===== config.mk =====
export PLATFORM = sky130hd
export DESIGN_NAME = seq_alu_acc_flat
export DESIGN_NICKNAME = d
export VERILOG_FILES = /design/src/rtl/seq_alu_acc_if.sv /design/src/rtl/seq_alu_acc.sv /design/src/flat_wrapper.sv
export SDC_FILE = /design/constraint.sdc
export NUM_CORES = 1
export LEC_CHECK = 0
export CAP_MARGIN = 20
export CELL_PAD_IN_SITES_DETAIL_PLACEMENT = 1
export CELL_PAD_IN_SITES_GLOBAL_PLACEMENT = 1
export CORE_MARGIN = 4
export CORE_UTILIZATION = 25
export CTS_BUF_LIST = sky130_fd_sc_hd__clkbuf_2
export DETAILED_ROUTE_END_ITERATION = 8
export GPL_ROUTABILITY_DRIVEN = 0
export GPL_TIMING_DRIVEN = 0
export PLACE_DENSITY_LB_ADDON = 0.1
export SYNTH_ARGS = -nofsm -noshare
export SYNTH_HDL_FRONTEND = slang
export SYNTH_SLANG_ARGS = --single-unit
export TNS_END_PERCENT = 20

===== constraint.sdc =====
create_clock -name clk -period 2.6 [get_ports clk]
set_input_delay 0.52 -clock clk [delete_from_list [all_inputs] [get_ports clk]]
set_output_delay 0.52 -clock clk [all_outputs]
set_load 0.05 [all_outputs]

===== src/rtl/seq_alu_acc_if.sv =====
// Operation request / result bus between input conditioning and seq_alu_acc.
// The master drives the request fields; the slave (the ALU) returns result, busy and done.
interface seq_alu_acc_if #(
    parameter int W = 4
);
    logic           start;
    logic [2:0]     op;
    logic [W-1:0]   a;
    logic [W-1:0]   b;
    logic           use_acc;
    logic [2*W-1:0] result;
    logic           busy;
    logic           done;

    modport master (
        output start, op, a, b, use_acc,
        input  result, busy, done
    );

    modport slave (
        input  start, op, a, b, use_acc,
        output result, busy, done
    );
endinterface


===== src/rtl/seq_alu_acc.sv =====
// Registered ALU with a 2*W-bit accumulator that can feed back as operand B.
// Single-cycle ops complete on the accept edge; MUL is shift-add, one bit per edge.
module seq_alu_acc #(
    parameter int W = 4
) (
    input  logic         clk,
    input  logic         resetn,
    seq_alu_acc_if.slave bus
);
    localparam int RW = 2 * W;
    localparam int CW = $clog2(W + 1);

    typedef enum logic {
        IDLE,
        MUL
    } state_t;

    state_t          state_q, state_d;
    logic [RW-1:0]   result_q, result_d;
    logic [RW-1:0]   mcand_q, mcand_d;
    logic [RW-1:0]   prod_q, prod_d;
    logic [W-1:0]    mplier_q, mplier_d;
    logic [CW-1:0]   cnt_q, cnt_d;
    logic            done_q, done_d;

    logic [W-1:0]    op_b;
    logic [W:0]      sum;
    logic [RW-1:0]   shl_res;
    logic [RW-1:0]   alu_res;
    logic [RW-1:0]   prod_acc;

    // Operand B comes from the accumulator as it stands at the accept edge.
    always_comb begin
        op_b = bus.use_acc ? result_q[W-1:0] : bus.b;
        sum  = {1'b0, bus.a} + {1'b0, op_b};

        if (32'(bus.a) >= 32'(RW)) begin
            shl_res = '0;
        end else begin
            shl_res = {{W{1'b0}}, op_b} << bus.a;
        end

        unique case (bus.op)
            3'b001:  alu_res = RW'(sum);
            3'b010:  alu_res = {bus.a | op_b, bus.a ^ op_b};
            3'b011:  alu_res = RW'(|{bus.a, op_b});
            3'b100:  alu_res = RW'(&{bus.a, op_b});
            3'b101:  alu_res = {bus.a, op_b};
            3'b111:  alu_res = shl_res;
            default: alu_res = result_q;
        endcase
    end

    assign prod_acc = prod_q + (mplier_q[0] ? mcand_q : '0);

    always_comb begin
        state_d  = state_q;
        result_d = result_q;
        mcand_d  = mcand_q;
        prod_d   = prod_q;
        mplier_d = mplier_q;
        cnt_d    = cnt_q;
        done_d   = 1'b0;

        unique case (state_q)
            IDLE: begin
                if (bus.start) begin
                    if (bus.op == 3'b110) begin
                        state_d  = MUL;
                        mcand_d  = RW'(bus.a);
                        mplier_d = op_b;
                        prod_d   = '0;
                        cnt_d    = CW'(W);
                    end else begin
                        result_d = alu_res;
                        done_d   = 1'b1;
                    end
                end
            end
            MUL: begin
                prod_d   = prod_acc;
                mcand_d  = mcand_q << 1;
                mplier_d = mplier_q >> 1;
                cnt_d    = cnt_q - CW'(1);
                // Last multiplier bit: publish the completed product directly.
                if (cnt_q == CW'(1)) begin
                    result_d = prod_acc;
                    done_d   = 1'b1;
                    state_d  = IDLE;
                end
            end
            default: state_d = IDLE;
        endcase
    end

    always_ff @(posedge clk or negedge resetn) begin
        if (!resetn) begin
            state_q  <= IDLE;
            result_q <= '0;
            mcand_q  <= '0;
            prod_q   <= '0;
            mplier_q <= '0;
            cnt_q    <= '0;
            done_q   <= 1'b0;
        end else begin
            state_q  <= state_d;
            result_q <= result_d;
            mcand_q  <= mcand_d;
            prod_q   <= prod_d;
            mplier_q <= mplier_d;
            cnt_q    <= cnt_d;
            done_q   <= done_d;
        end
    end

    assign bus.result = result_q;
    assign bus.busy   = (state_q == MUL);
    assign bus.done   = done_q;
endmodule


===== src/flat_wrapper.sv =====
// flat-port wrapper written by rule: the top's interface ports become plain ports
module seq_alu_acc_flat 
#(
    parameter int W = 4
)
  (clk, resetn, bus_start, bus_op, bus_a, bus_b, bus_use_acc, bus_result, bus_busy, bus_done);
  seq_alu_acc_if #(.W(W)) bus_i ();
  input  logic clk;
  input  logic resetn;
  input wire logic [$bits(bus_i.start)-1:0] bus_start;
  input wire logic [$bits(bus_i.op)-1:0] bus_op;
  input wire logic [$bits(bus_i.a)-1:0] bus_a;
  input wire logic [$bits(bus_i.b)-1:0] bus_b;
  input wire logic [$bits(bus_i.use_acc)-1:0] bus_use_acc;
  output wire logic [$bits(bus_i.result)-1:0] bus_result;
  output wire logic [$bits(bus_i.busy)-1:0] bus_busy;
  output wire logic [$bits(bus_i.done)-1:0] bus_done;
  assign bus_i.start = bus_start;
  assign bus_i.op = bus_op;
  assign bus_i.a = bus_a;
  assign bus_i.b = bus_b;
  assign bus_i.use_acc = bus_use_acc;
  assign bus_result = bus_i.result;
  assign bus_busy = bus_i.busy;
  assign bus_done = bus_i.done;
  seq_alu_acc #(.W(W)) u_core (.clk(clk), .resetn(resetn), .bus(bus_i));
endmodule

; After elaboration in Yosys (flattened, before gate mapping)
; Cells that the tools add are included.
[op_classes]
add_sub_neg = 3
n_lt_le_gt_ge = 1
n_eq_ne = 13
shift = 1
mux = 28
bitwise_logic = 3
reduce_logical = 4
[ops]
columns = op, count
row1 = $mux 8, 9
row2 = $pmux 8 s2, 3
row3 = $pmux 8 s6, 1
row4 = $eq 3x3->1 const B, 4
row5 = $mux 4, 3
row6 = $add 8x8->8, 1
row7 = $pmux 4 s2, 1
row8 = $reduce_and 8->1, 1
row9 = $reduce_or 8->1, 1
row10 = $shl 4x4->8, 1
row11 = $ne 7x7->1 const B, 1
row12 = $eq 3x1->1 const B, 2
row13 = $eq 3x2->1 const B, 2
row14 = $mux 1, 6
row15 = $mux 3, 2
row16 = $ne 2x2->1 const B, 3
row17 = $pmux 3 s2, 1
row18 = $add 4x4->5, 1
row19 = $ge 4x4->1 const B, 1
row20 = $or 4x4->4, 1
row21 = $pmux 1 s2, 2
row22 = $reduce_and 4->1, 1
row23 = $xor 4x4->4, 1
row24 = $sub 3x1->3 const B, 1
row25 = 3 further kinds, 3
[totals]
reg_bits = 33
inputBits = 15
out_inout_bits = 10
wordCells = 60

; Longest topological paths before layout
; Gate-level depths: netlist of the first run.
[logic_depth]
word_depth = 7
mapped_depth = 11

; Least setup slack after synthesis of the first run
; No wires, ideal clock.
[synth_timing]
kind = register to register
from = reg u_core.result_q[0] (netlist: u_core.bus.result[0])
to = reg u_core.result_q[1] (netlist: u_core.bus.result[1])
setup_time_ns = 0.126
arrival_time_ns = 2.141
t_required_ns = 2.474
setup_slack_ns = 0.333
stages_incl_launch_ff = 9
path_buffers = 0
period_less_slack_ns = 2.267
cell_sequence = dfrtp_1 -> mux2i_1 -> inv_1 -> ha_1 -> inv_1 -> fa_1 -> nand2b_1 -> a21boi_0 -> a221o_1
[synth_between]
elab_chain_len = 7
elab_cells_between_ends = 8
[synth_rtl]
columns = item, line_no
row1 = start: declaration, seq_alu_acc.sv:19  ; logic [RW-1:0] result_q, result_d;
row2 = start signal: assignment, seq_alu_acc.sv:107  ; result_q <= result_d;
row3 = $mux 4 *, seq_alu_acc.sv:34  ; op_b = bus.use_acc ? result_q[W-1:0] : bus.b;
row4 = $shl 4x4->8, seq_alu_acc.sv:40  ; shl_res = {{W{1'b0}}, op_b} << bus.a;
row5 = $mux 8, seq_alu_acc.sv:37  ; if (32'(bus.a) >= 32'(RW)) begin
row6 = $pmux 8 s6 *, seq_alu_acc.sv:43  ; unique case (bus.op)
row7 = $mux 8 *, seq_alu_acc.sv:68  ; if (bus.op == 3'b110) begin
row8 = $mux 8 *, seq_alu_acc.sv:67  ; if (bus.start) begin
row9 = $pmux 8 s2 *, seq_alu_acc.sv:65  ; unique case (state_q)
; Every way passes the cells marked *; elsewhere a longest branch is shown, timed or not. The select of a mux whose other input is x is not followed.
; A chain may end at the register's enable or synchronous reset.

; Worst setup path in the final report of the first run
[layout_timing]
from = in bus_b[0]
to = reg u_core.result_q[1] (netlist: u_core.bus.result[1])
[layout_between]
elab_chain_len = 7
elab_cells_between_ends = 8
[layout_rtl]
columns = item, line_no
row1 = start: declaration, flat_wrapper.sv:13  ; input wire logic [$bits(bus_i.b)-1:0] bus_b;
row2 = $mux 4 *, seq_alu_acc.sv:34
row3 = $shl 4x4->8, seq_alu_acc.sv:40
row4 = $mux 8, seq_alu_acc.sv:37
row5 = $pmux 8 s6 *, seq_alu_acc.sv:43
row6 = $mux 8 *, seq_alu_acc.sv:68
row7 = $mux 8 *, seq_alu_acc.sv:67
row8 = $pmux 8 s2 *, seq_alu_acc.sv:65
; Marked as above.

==> results of run 1 <==
cells by family (layout without fill, tap and decap cells):
family / count (synthesis) / in the layout / synth area share [%]
adders and majority gates: 20 / 20 / 10.1
muxes: 12 / 12 / 6.98
buffers and inverters: 29 / 59 / 5.64
AOI/OAI and AO/OA: 80 / 80 / 21.0
xor gates and xnor gates: 10 / 10 / 3.35
and+or+nand+nor: 114 / 114 / 21.3
DFF: 33 / 33 / 31.5
cell type report:
cell class	instances	area (µm²)	area share (%)
plain buffers	14	91.3	2.96
clock buffers	5	25.0	0.811
clock inverters	2	35.0	1.14
inverters	15	60.1	1.95
multi-input cells	236	1650	53.5
flip-flops and latches	33	827	26.8
well taps	136	170	5.51
repair buffers	23	225	7.30
stage by stage:
| stage | hold WS (ns) | utilization [%] | instance area, µm² | total power, µW | std cells |
|---|---|---|---|---|---|
| after floorplan | 0.224 | - | 2620 | 1900 | 298 |
| after global placement | 0.479 | 29.4 | 3020 | 2410 | 457 |
| after detailed placement | 0.476 | 29.3 | 3010 | 2430 | 457 |
| after CTS | 0.211 | 29.9 | 3080 | 2790 | 464 |
| after global routing | 0.213 | 30.0 | 3090 | 2990 | 464 |
| final | 0.206 | 30.0 | 3090 | 2740 | 464 |
sequential cells by signal, indices dropped and copies added (netlist names):
name               cells
u_core.bus.done        1
u_core.cnt_q           3
u_core.mplier_q        4
u_core.mcand_q         8
u_core.bus.busy        1
u_core.prod_q          8
u_core.bus.result      8
Yosys cell counts, drive strengths merged (3+ instances only):
library cell	number	area (µm²)
nand2	47	176
a21oi	19	95.1
or2	3	18.8
o22ai	5	31.3
xnor2	7	61.3
dfrtp	33	826
nor3	10	55.1
buf	7	65.1
mux2i	10	138
and2	7	43.8
a22o	4	35.0
nand3	3	15.0
o221ai	5	50.0
nand2b	3	18.8
nand3b	3	22.5
nor2	21	78.8
clkbuf	7	26.3
inv	14	52.6
o21ai	20	100
xor2	3	26.3
a21boi	3	22.5
ha	18	225
a211oi	4	30.0
where the power goes:
| group | switching (µW) | internal, µW |
|---|---|---|
| Combinational | 933 | 567 |
| Clock | 187 | 157 |
| Sequential | 187 | 710 |
| Total | 1310 | 1430 |
layer usage:
metal | wire length, µm | vias up
li1 | - | 1126
met1 | 4250 | 1142
met2 | 4070 | 28
met3 | 189 | 6
met4 | 132 | 0
met5 | 0 | -
worst max-delay path, cell delays in order:
cell	delay, ns
clkdlybuf4s50_1	0.46
mux2i_2	0.30
inv_1	0.19
ha_1	0.25
inv_1	0.07
fa_1	0.40
nand2b_1	0.15
a21boi_0	0.29
a221o_1	0.19
path summary, 6_finish.rpt:
check,endpoint,cells past startpoint,slack (ns),start
max,u_core.bus.result[1]$_DFFE_PN0P_,9,0.06,bus_b[0]
min,u_core.bus.result[6]$_DFFE_PN0P_,1,0.21,resetn
max reg2reg,u_core.bus.result[1]$_DFFE_PN0P_,8,0.23,u_core.bus.result[0]$_DFFE_PN0P_
min reg2reg,u_core.bus.result[7]$_DFFE_PN0P_,2,0.52,u_core.bus.result[7]$_DFFE_PN0P_
max in group asynchronous,u_core.mplier_q[0]$_DFFE_PN0P_,1,1.84,resetn
min in group clk,u_core.bus.result[7]$_DFFE_PN0P_,2,0.52,u_core.bus.result[7]$_DFFE_PN0P_
timing repair:
item,4_1_cts,5_1_grt
gates resized for setup,2,3
setup endpoints to repair,2,3
pin swaps,0,0
==> qor.yml, run 1 <==
yosys:
  synth_area_per_cell_um2: 8.78
  synth_edf_count: 0
  ys_seq_area_share_pct: 31.5
  syn_nets: 333
  async_flop_share_pct: 100
  postSynthCellCount: 298
  synthFlopType: "dfrtp_1"
  yosysWarnings: 0
  synth_area_mm2: 0.00262
  ys_types: 58
  synth-seq-cells: 33
sta:
  fin_crit_sh_pct: 97.8
  period_minus_slack_ns: 2.54
  slew_headroom_pct: 45.5
  skew_ns: 0.0282
  layout_setup_ws_ns: 0.0581
  finalHoldViolations: 0
  rsz0062_at_grt: "no"
  slew_viol_final: 0
  tightest_slew_ns: 0.817
  max_clock_freq_ghz: 0.393
  setup_violations: 0
  fin_tns_setup_ns: 0
final_layout:
  drive_above_1_share_pct: 10.1
  antenna_cells: 0
  mostFrequentLayoutCells: "47 x nand2_1, 32 x dfrtp_1, 22 x clkdlybuf4s50_1"
  syn_to_final_growth_pct: 17.9
  layout_commonest_cell: "nand2_1"
  final_nets: 363
  fillCellCount: 1232
cts:
  cts_made_buffers: 5
  htree_levels: 2
  path_clk_slew_ns: 0.19
  cts_tree: "done"
  insertion_delay_ns: 0.37
  cts_sinks: 33
  cts_buffer_depth: 2
  cts_root_buf: "clkbuf_2"
  cts_hold_buffers: 0
  cts_setup_buffers: 0
global_route:
  grtUsageTotal_pct: 15.2
  grt_max_degree: 34
  grt_first_pass_wirelength_mm: 13.9
  grt_pass1_vias: 2420
  grtUsageMet2_pct: 24.7
  top_usage_layer: "met2"
  antenna_found_initial: 0
  use_met1_pct: 21.1
  use_met3_pct: 2.62
  overflow: 0
place:
  post-place-ws_ns: -0.516
  portBuffers: 23
  dp_hpwl_mm: 6.79
worst_hold_path:
  hold_path.class: "in -> async"
detailed_routing:
  viasPerCell: 4.96
  post_drt_wl_per_cell_um: 18.6
  routed_wl_mm: 8.64
  dr.pass1.iters: 5
  ant_nets: 0
  vias: 2302
  drt_iter0_markers: 83
  drcViolationCount: 0
floorplanning:
  start_util_pct: 25.5
  core_mm2: 0.0103
  dieWidth_um: 110
  num_rows: 37
  io_pins: 25
  die_h_um: 110
  design.die.area_mm2: 0.0122
worst_setup_path:
  startpoint_type: "input pin"
  cp_data_required_time_ns: 2.90
  worst-setup-path-type: "in -> reg"
  critPathCaptureType: "flop"
  crit_arrival_ns: 2.84
  critPathMaxFanout: 4
pwr:
  p_per_area_mw_per_mm2: 888
  power_leakage_uw: 0.00132
  max-vdd-ir-drop_v: 0.000316
run_status:
  status: "completed"
job:
  maxCapViolCount: 0
No activity file was read; power rests on OpenSTA's default activity.
==> inputs of run 2 (changes only) <==
--- a/config.mk
+++ b/config.mk
@@ -8,7 +8,7 @@
 export CAP_MARGIN = 20
 export CELL_PAD_IN_SITES_DETAIL_PLACEMENT = 1
 export CELL_PAD_IN_SITES_GLOBAL_PLACEMENT = 1
-export CORE_MARGIN = 4
+export CORE_MARGIN = 2
 export CORE_UTILIZATION = 25
 export CTS_BUF_LIST = sky130_fd_sc_hd__clkbuf_2
 export DETAILED_ROUTE_END_ITERATION = 8
==> qor.yml, run 2 (synthesized netlist as in run 1, its figures left out) <==
run_status:
  status: "completed"  # unchanged
pwr:
  fin_total_pwr_uw: 2760  # was 2740 µW
  intPower_uw: 1440  # was 1430 µW
  pwr-share-clk_pct: 13.0  # was 12.5%
  power_leakage_uw: 0.00133  # was 0.00132 µW
  max-vdd-ir-drop_v: 0.000358  # was 0.000316 V
  switching_share_pct: 47.8  # was 47.7%
  power_switching_uw: 1320  # was 1310 µW
  seqPwrFrac_pct: 32.3  # was 32.7%
  p_per_area_mw_per_mm2: 892  # was 888 mW/mm²
  combPwrFrac_pct: 54.7  # about the same
detailed_routing:
  routed_wl_mm: 8.64  # about the same
  drt_iter0_markers: 96  # was 83
  viasPerCell: 5.05  # was 4.96
  dr.pass1.iters: 4  # was 5
  post_drt_wl_per_cell_um: 18.5  # was 18.6 µm
  ant_nets: 0  # unchanged
  drcViolationCount: 0  # unchanged
  vias: 2355  # was 2302
place:
  placed_cell_area_mm2: 0.00301  # unchanged
  dp_hpwl_mm: 6.72  # was 6.79 mm
  dp.cells: 457  # unchanged
  post-place-ws_ns: -0.523  # was -0.516 ns
  portBuffers: 23  # unchanged
sta:
  setup_violations: 0  # unchanged
  finalHoldViolations: 0  # unchanged
  tightest_slew_ns: 0.800  # was 0.817 ns
  skew_ns: 0.0227  # was 0.0282 ns
  period_minus_slack_ns: 2.48  # was 2.54 ns
  slew_viol_final: 0  # unchanged
  rsz0062_at_grt: "no"  # unchanged
  fin_crit_sh_pct: 95.5  # was 97.8%
  layout_setup_ws_ns: 0.118  # was 0.0581 ns
  slew_headroom_pct: 46.7  # was 45.5%
  max_clock_freq_ghz: 0.403  # was 0.393 GHz
floorplanning:
  start_util_pct: 25.6  # was 25.5%
  core_mm2: 0.0102  # was 0.0103 mm²
  io_pins: 25  # unchanged
  die_h_um: 106  # was 110 µm
  design.die.area_mm2: 0.0113  # was 0.0122 mm²
  num_rows: 37  # unchanged
  dieWidth_um: 106  # was 110 µm
global_route:
  grt_max_degree: 34  # unchanged
  grt_first_pass_wirelength_mm: 14.2  # was 13.9 mm
  grt_pass1_vias: 2499  # was 2420
  antenna_found_initial: 0  # unchanged
  overflow: 0  # unchanged
  grtUsageTotal_pct: 16.4  # was 15.2%
worst_setup_path:
  r2r-end: "u_core.bus.result[1]$_DFFE_PN0P_"  # unchanged
  r2r_cells: 8  # unchanged
  cp_data_required_time_ns: 2.92  # was 2.90 ns
  critPathMaxFanout: 4  # unchanged
  reg2reg_from: "u_core.bus.result[0]$_DFFE_PN0P_"  # unchanged
  critPathCaptureType: "flop"  # unchanged
  crit_end: "u_core.bus.result[1]$_DFFE_PN0P_"  # unchanged
  crit_arrival_ns: 2.80  # was 2.84 ns
  ff2ff_setup_slack_ns: 0.25  # was 0.23 ns
  worst-setup-path-type: "in -> reg"  # unchanged
  startpoint_type: "input pin"  # unchanged
  startpoint: "bus_b[0]"  # unchanged
final_layout:
  drive_above_1_share_pct: 9.73  # was 10.1%
  instances_no_fill: 466  # was 464
  finalInstanceArea_mm2: 0.00310  # was 0.00309 mm²
  layout_commonest_cell: "nand2_1"  # unchanged
  utilization_pct: 30.3  # was 30.0%
  fillCellCount: 1225  # was 1232
  final_nets: 363  # unchanged
  syn_to_final_growth_pct: 18.3  # was 17.9%
  mostFrequentLayoutCells: "47 x nand2_1, 33 x dfrtp_1, 22 x clkdlybuf4s50_1"  # was 47 x nand2_1, 32 x dfrtp_1, 22 x clkdlybuf4s50_1
cts:
  cts_hold_buffers: 0  # unchanged
  cts_made_buffers: 5  # unchanged
  cts_root_buf: "clkbuf_2"  # unchanged
  htree_levels: 2  # unchanged
  cts_sinks: 33  # unchanged
  insertion_delay_ns: 0.39  # was 0.37 ns
  cts_setup_buffers: 0  # unchanged
  cts_resized: 3  # was 2
  cts_buffer_depth: 2  # unchanged
  path_clk_slew_ns: 0.21  # was 0.19 ns
  cts_tree: "done"  # unchanged
job:
  maxCapViolCount: 0  # unchanged
worst_hold_path:
  hold_path.class: "in -> async"  # unchanged
run 2: worst max-delay path, cell delays in order:
cell,delay (ns)
clkdlybuf4s50_1,0.49
mux2i_4,0.25
inv_1,0.17
ha_1,0.24
inv_1,0.07
fa_1,0.41
nand2b_1,0.16
a21boi_0,0.30
a221o_1,0.19
run 2: worst min-delay path by stage:
stage / from / to / slack [ns] / cells after the start
floorplan: resetn / u_core.bus.busy$_DFF_PN0_ / 0.22 / 0
global placement: u_core.mplier_q[1]$_DFFE_PN0P_ / u_core.mplier_q[0]$_DFFE_PN0P_ / 0.47 / 2
detailed placement: u_core.mplier_q[1]$_DFFE_PN0P_ / u_core.mplier_q[0]$_DFFE_PN0P_ / 0.47 / 2
CTS: resetn / u_core.prod_q[6]$_DFFE_PN0P_ / 0.20 / 1
global route: resetn / u_core.prod_q[6]$_DFFE_PN0P_ / 0.21 / 1
finish: resetn / u_core.prod_q[6]$_DFFE_PN0P_ / 0.19 / 1
run 2: power groups by stage:
stage / sequential (µW) / clock, µW / combinational (µW)
after floorplan: 1080 / 0 / 820
after global placement: 905 / 0 / 1510
after detailed placement: 905 / 0 / 1530
after CTS: 895 / 379 / 1530
after global routing: 931 / 396 / 1680
final: 893 / 359 / 1510
run 2: layout make-up:
class / instances / area, µm² / area share, %
Multi-Input combinational cell: 236 / 1660 / 53.6
Clock inverter: 2 / 33.8 / 1.09
Clock buffer: 6 / 30.0 / 0.970
Antenna cell: 1 / 2.50 / 0.0808
Timing Repair Buffer: 23 / 225 / 7.27
Sequential cell: 33 / 826 / 26.7
Buffer: 14 / 91.3 / 2.95
Tap cell: 136 / 170 / 5.49
Inverter: 15 / 57.6 / 1.86
run 2: through the flow:
stage	hold WS (ns)	setup TNS (ns)
6_report	0.187	0
4_1_cts	0.199	0
2_1_floorplan	0.224	0
3_3_place_gp	0.471	-2.24
5_1_grt	0.212	0
3_5_place_dp	0.474	-2.32
run 2: routing by layer:
layer / vias to the layer above / global-route usage (%) / routed length [µm]
met1: 1180 / 23.4 / 4260
li1: 1128 / - / -
met4: 0 / 3.67 / 79
met3: 7 / 1.90 / 287
met2: 40 / 26.4 / 4010
met5: - / 0 / 0
==> inputs of run 3 (changes only) <==
--- a/config.mk
+++ b/config.mk
@@ -7,7 +7,7 @@
 export LEC_CHECK = 0
 export CAP_MARGIN = 20
 export CELL_PAD_IN_SITES_DETAIL_PLACEMENT = 1
-export CELL_PAD_IN_SITES_GLOBAL_PLACEMENT = 1
+export CELL_PAD_IN_SITES_GLOBAL_PLACEMENT = 2
 export CORE_MARGIN = 2
 export CORE_UTILIZATION = 25
 export CTS_BUF_LIST = sky130_fd_sc_hd__clkbuf_2
@@ -15,7 +15,7 @@
 export GPL_ROUTABILITY_DRIVEN = 0
 export GPL_TIMING_DRIVEN = 0
 export PLACE_DENSITY_LB_ADDON = 0.1
+export SKIP_LAST_GASP = 1
 export SYNTH_ARGS = -nofsm -noshare
 export SYNTH_HDL_FRONTEND = slang
 export SYNTH_SLANG_ARGS = --single-unit
-export TNS_END_PERCENT = 20
==> qor.yml, run 3 (synthesized netlist as in run 1, its figures left out) <==
worst_hold_path:
  hold_path.class: "in -> async"  # unchanged
worst_setup_path:
  startpoint: "bus_b[0]"  # unchanged
  startpoint_type: "input pin"  # unchanged
  reg2reg_from: "u_core.bus.result[0]$_DFFE_PN0P_"  # unchanged
  worst-setup-path-type: "in -> reg"  # unchanged
  ff2ff_setup_slack_ns: 0.16  # was 0.25 ns
  critPathCaptureType: "flop"  # unchanged
  crit_end: "u_core.bus.result[1]$_DFFE_PN0P_"  # unchanged
  crit_arrival_ns: 2.90  # was 2.80 ns
  r2r-end: "u_core.bus.result[1]$_DFFE_PN0P_"  # unchanged
  cp_data_required_time_ns: 2.96  # was 2.92 ns
  critPathMaxFanout: 4  # unchanged
  r2r_cells: 8  # unchanged
cts:
  cts_tree: "done"  # unchanged
  cts_sinks: 33  # unchanged
  path_clk_slew_ns: 0.22  # was 0.21 ns
  cts_root_buf: "clkbuf_2"  # unchanged
  htree_levels: 2  # unchanged
  insertion_delay_ns: 0.41  # was 0.39 ns
  cts_buffer_depth: 2  # unchanged
  cts_setup_buffers: 0  # unchanged
  cts_made_buffers: 5  # unchanged
sta:
  layout_setup_ws_ns: 0.0644  # was 0.118 ns
  slew_headroom_pct: 45.0  # was 46.7%
  tightest_slew_ns: 0.825  # was 0.800 ns
  hold_slack_ns: 0.171  # was 0.187 ns
  finalHoldViolations: 0  # unchanged
  skew_ns: 0.0226  # was 0.0227 ns
  fin_crit_sh_pct: 97.5  # was 95.5%
  max_clock_freq_ghz: 0.394  # was 0.403 GHz
  slew_viol_final: 0  # unchanged
  period_minus_slack_ns: 2.54  # was 2.48 ns
  setup_violations: 0  # unchanged
  rsz0062_at_grt: "no"  # unchanged
detailed_routing:
  vias: 2307  # was 2355
  viasPerCell: 4.96  # was 5.05
  dr.pass1.iters: 4  # unchanged
  drcViolationCount: 0  # unchanged
  drt_iter0_markers: 99  # was 96
  routed_wl_mm: 8.76  # was 8.64 mm
  ant_nets: 0  # unchanged
  post_drt_wl_per_cell_um: 18.8  # was 18.5 µm
floorplanning:
  io_pins: 25  # unchanged
  die_h_um: 106  # unchanged
  design.die.area_mm2: 0.0113  # unchanged
  core_mm2: 0.0102  # unchanged
  num_rows: 37  # unchanged
  start_util_pct: 25.6  # unchanged
  dieWidth_um: 106  # unchanged
run_status:
  status: "completed"  # unchanged
final_layout:
  antenna_cells: 0  # was 1
  final_nets: 363  # unchanged
  fillCellCount: 1230  # was 1225
  drive_above_1_share_pct: 9.73  # unchanged
  mostFrequentLayoutCells: "47 x nand2_1, 33 x dfrtp_1, 22 x clkdlybuf4s50_1"  # unchanged
  syn_to_final_growth_pct: 16.9  # was 18.3%
  layout_commonest_cell: "nand2_1"  # unchanged
place:
  dp_hpwl_mm: 6.80  # was 6.72 mm
  post-place-ws_ns: -0.492  # was -0.523 ns
  portBuffers: 23  # unchanged
global_route:
  grtUsageTotal_pct: 16.6  # was 16.4%
  antenna_found_initial: 0  # unchanged
  grt_pass1_vias: 2389  # was 2499
  grt_first_pass_wirelength_mm: 14.2  # about the same
  overflow: 0  # unchanged
  grt_max_degree: 34  # unchanged
pwr:
  max-vdd-ir-drop_v: 0.000274  # was 0.000358 V
  p_per_area_mw_per_mm2: 874  # was 892 mW/mm²
  power_leakage_uw: 0.00131  # was 0.00133 µW
job:
  maxCapViolCount: 0  # unchanged
==> run 3: cell types whose count changed in the layout (fill, tap and decap cells not counted) <==
cell        before  now
bufinv_16        1    0
clkbuf_2         6    5
clkinv_1         1    0
clkinv_2         1    3
clkinvlp_4       0    1
diode_2          1    0
mux2i_2          0    1
mux2i_4          4    3
o21ai_1          0    1
o21ai_2          1    0
==> run 3: metrics by stage <==
step | TNS (ns) | std cells | util (%) | cell area, µm² | power [µW]
after floorplan | 0 | 298 | - | 2620 | 1900
after global placement | -2.11 | 457 | 29.5 | 3020 | 2420
after CTS | 0 | 465 | 29.9 | 3060 | 2710
after detailed placement | -1.91 | 457 | 29.4 | 3010 | 2440
final | 0 | 465 | 29.9 | 3060 | 2670
after global routing | 0 | 465 | 29.9 | 3060 | 2900
==> run 3: area by class of cell <==
| type | count | area, µm² | area share [%] |
|---|---|---|---|
| multi-input combinational | 236 | 1650 | 53.8 |
| sequential | 33 | 826 | 27.0 |
| timing repair buffer | 23 | 225 | 7.36 |
| tap | 136 | 170 | 5.56 |
| buffer | 14 | 91.3 | 2.98 |
| inverter | 15 | 57.6 | 1.88 |
| clock buffer | 5 | 25.0 | 0.818 |
| clock inverter | 3 | 17.5 | 0.572 |
==> run 3: worst min-delay path by stage <==
stage          depth (start not counted)                             end                           start
6_report                               1       u_core.bus.busy$_DFF_PN0_                          resetn
5_1_grt                                1       u_core.bus.busy$_DFF_PN0_                          resetn
4_1_cts                                1       u_core.bus.busy$_DFF_PN0_                          resetn
3_5_place_dp                           2  u_core.mplier_q[0]$_DFFE_PN0P_  u_core.mplier_q[1]$_DFFE_PN0P_
3_3_place_gp                           2  u_core.mplier_q[0]$_DFFE_PN0P_  u_core.mplier_q[1]$_DFFE_PN0P_
2_1_floorplan                          0       u_core.bus.busy$_DFF_PN0_                          resetn
==> run 3: report_power, final <==
group / leakage (µW) / switching [µW] / internal (µW)
clock: 0.0000287 / 208 / 62.6
combinational: 0.000851 / 948 / 567
sequential: 0.000434 / 180 / 707
total: 0.00131 / 1340 / 1340
==> run 3: metal layers <==
metal	vias up	routed length, µm	track usage (%)
li1	1130	-	-
met1	1132	4420	24.7
met2	40	3910	25.3
met3	5	343	2.58
met4	0	87	3.67
met5	-	0	0
==> run 3: worst max-delay path, cell delays in order <==
cell and delay (ns):
clkdlybuf4s50_1 0.45, mux2i_2 0.31, inv_1 0.21, ha_1 0.26
inv_1 0.07, fa_1 0.40, nand2b_1 0.14, a21boi_0 0.33
a221o_1 0.20
==> run 3: what timing repair did <==
| action | 4_1_cts | 5_1_grt |
|---|---|---|
| cloned | 0 | 0 |
| pin swaps | 0 | 1 |
| gates resized for setup | 3 | 0 |
| setup endpoints to repair | 2 | 1 |
| hold buffers | 0 | 0 |
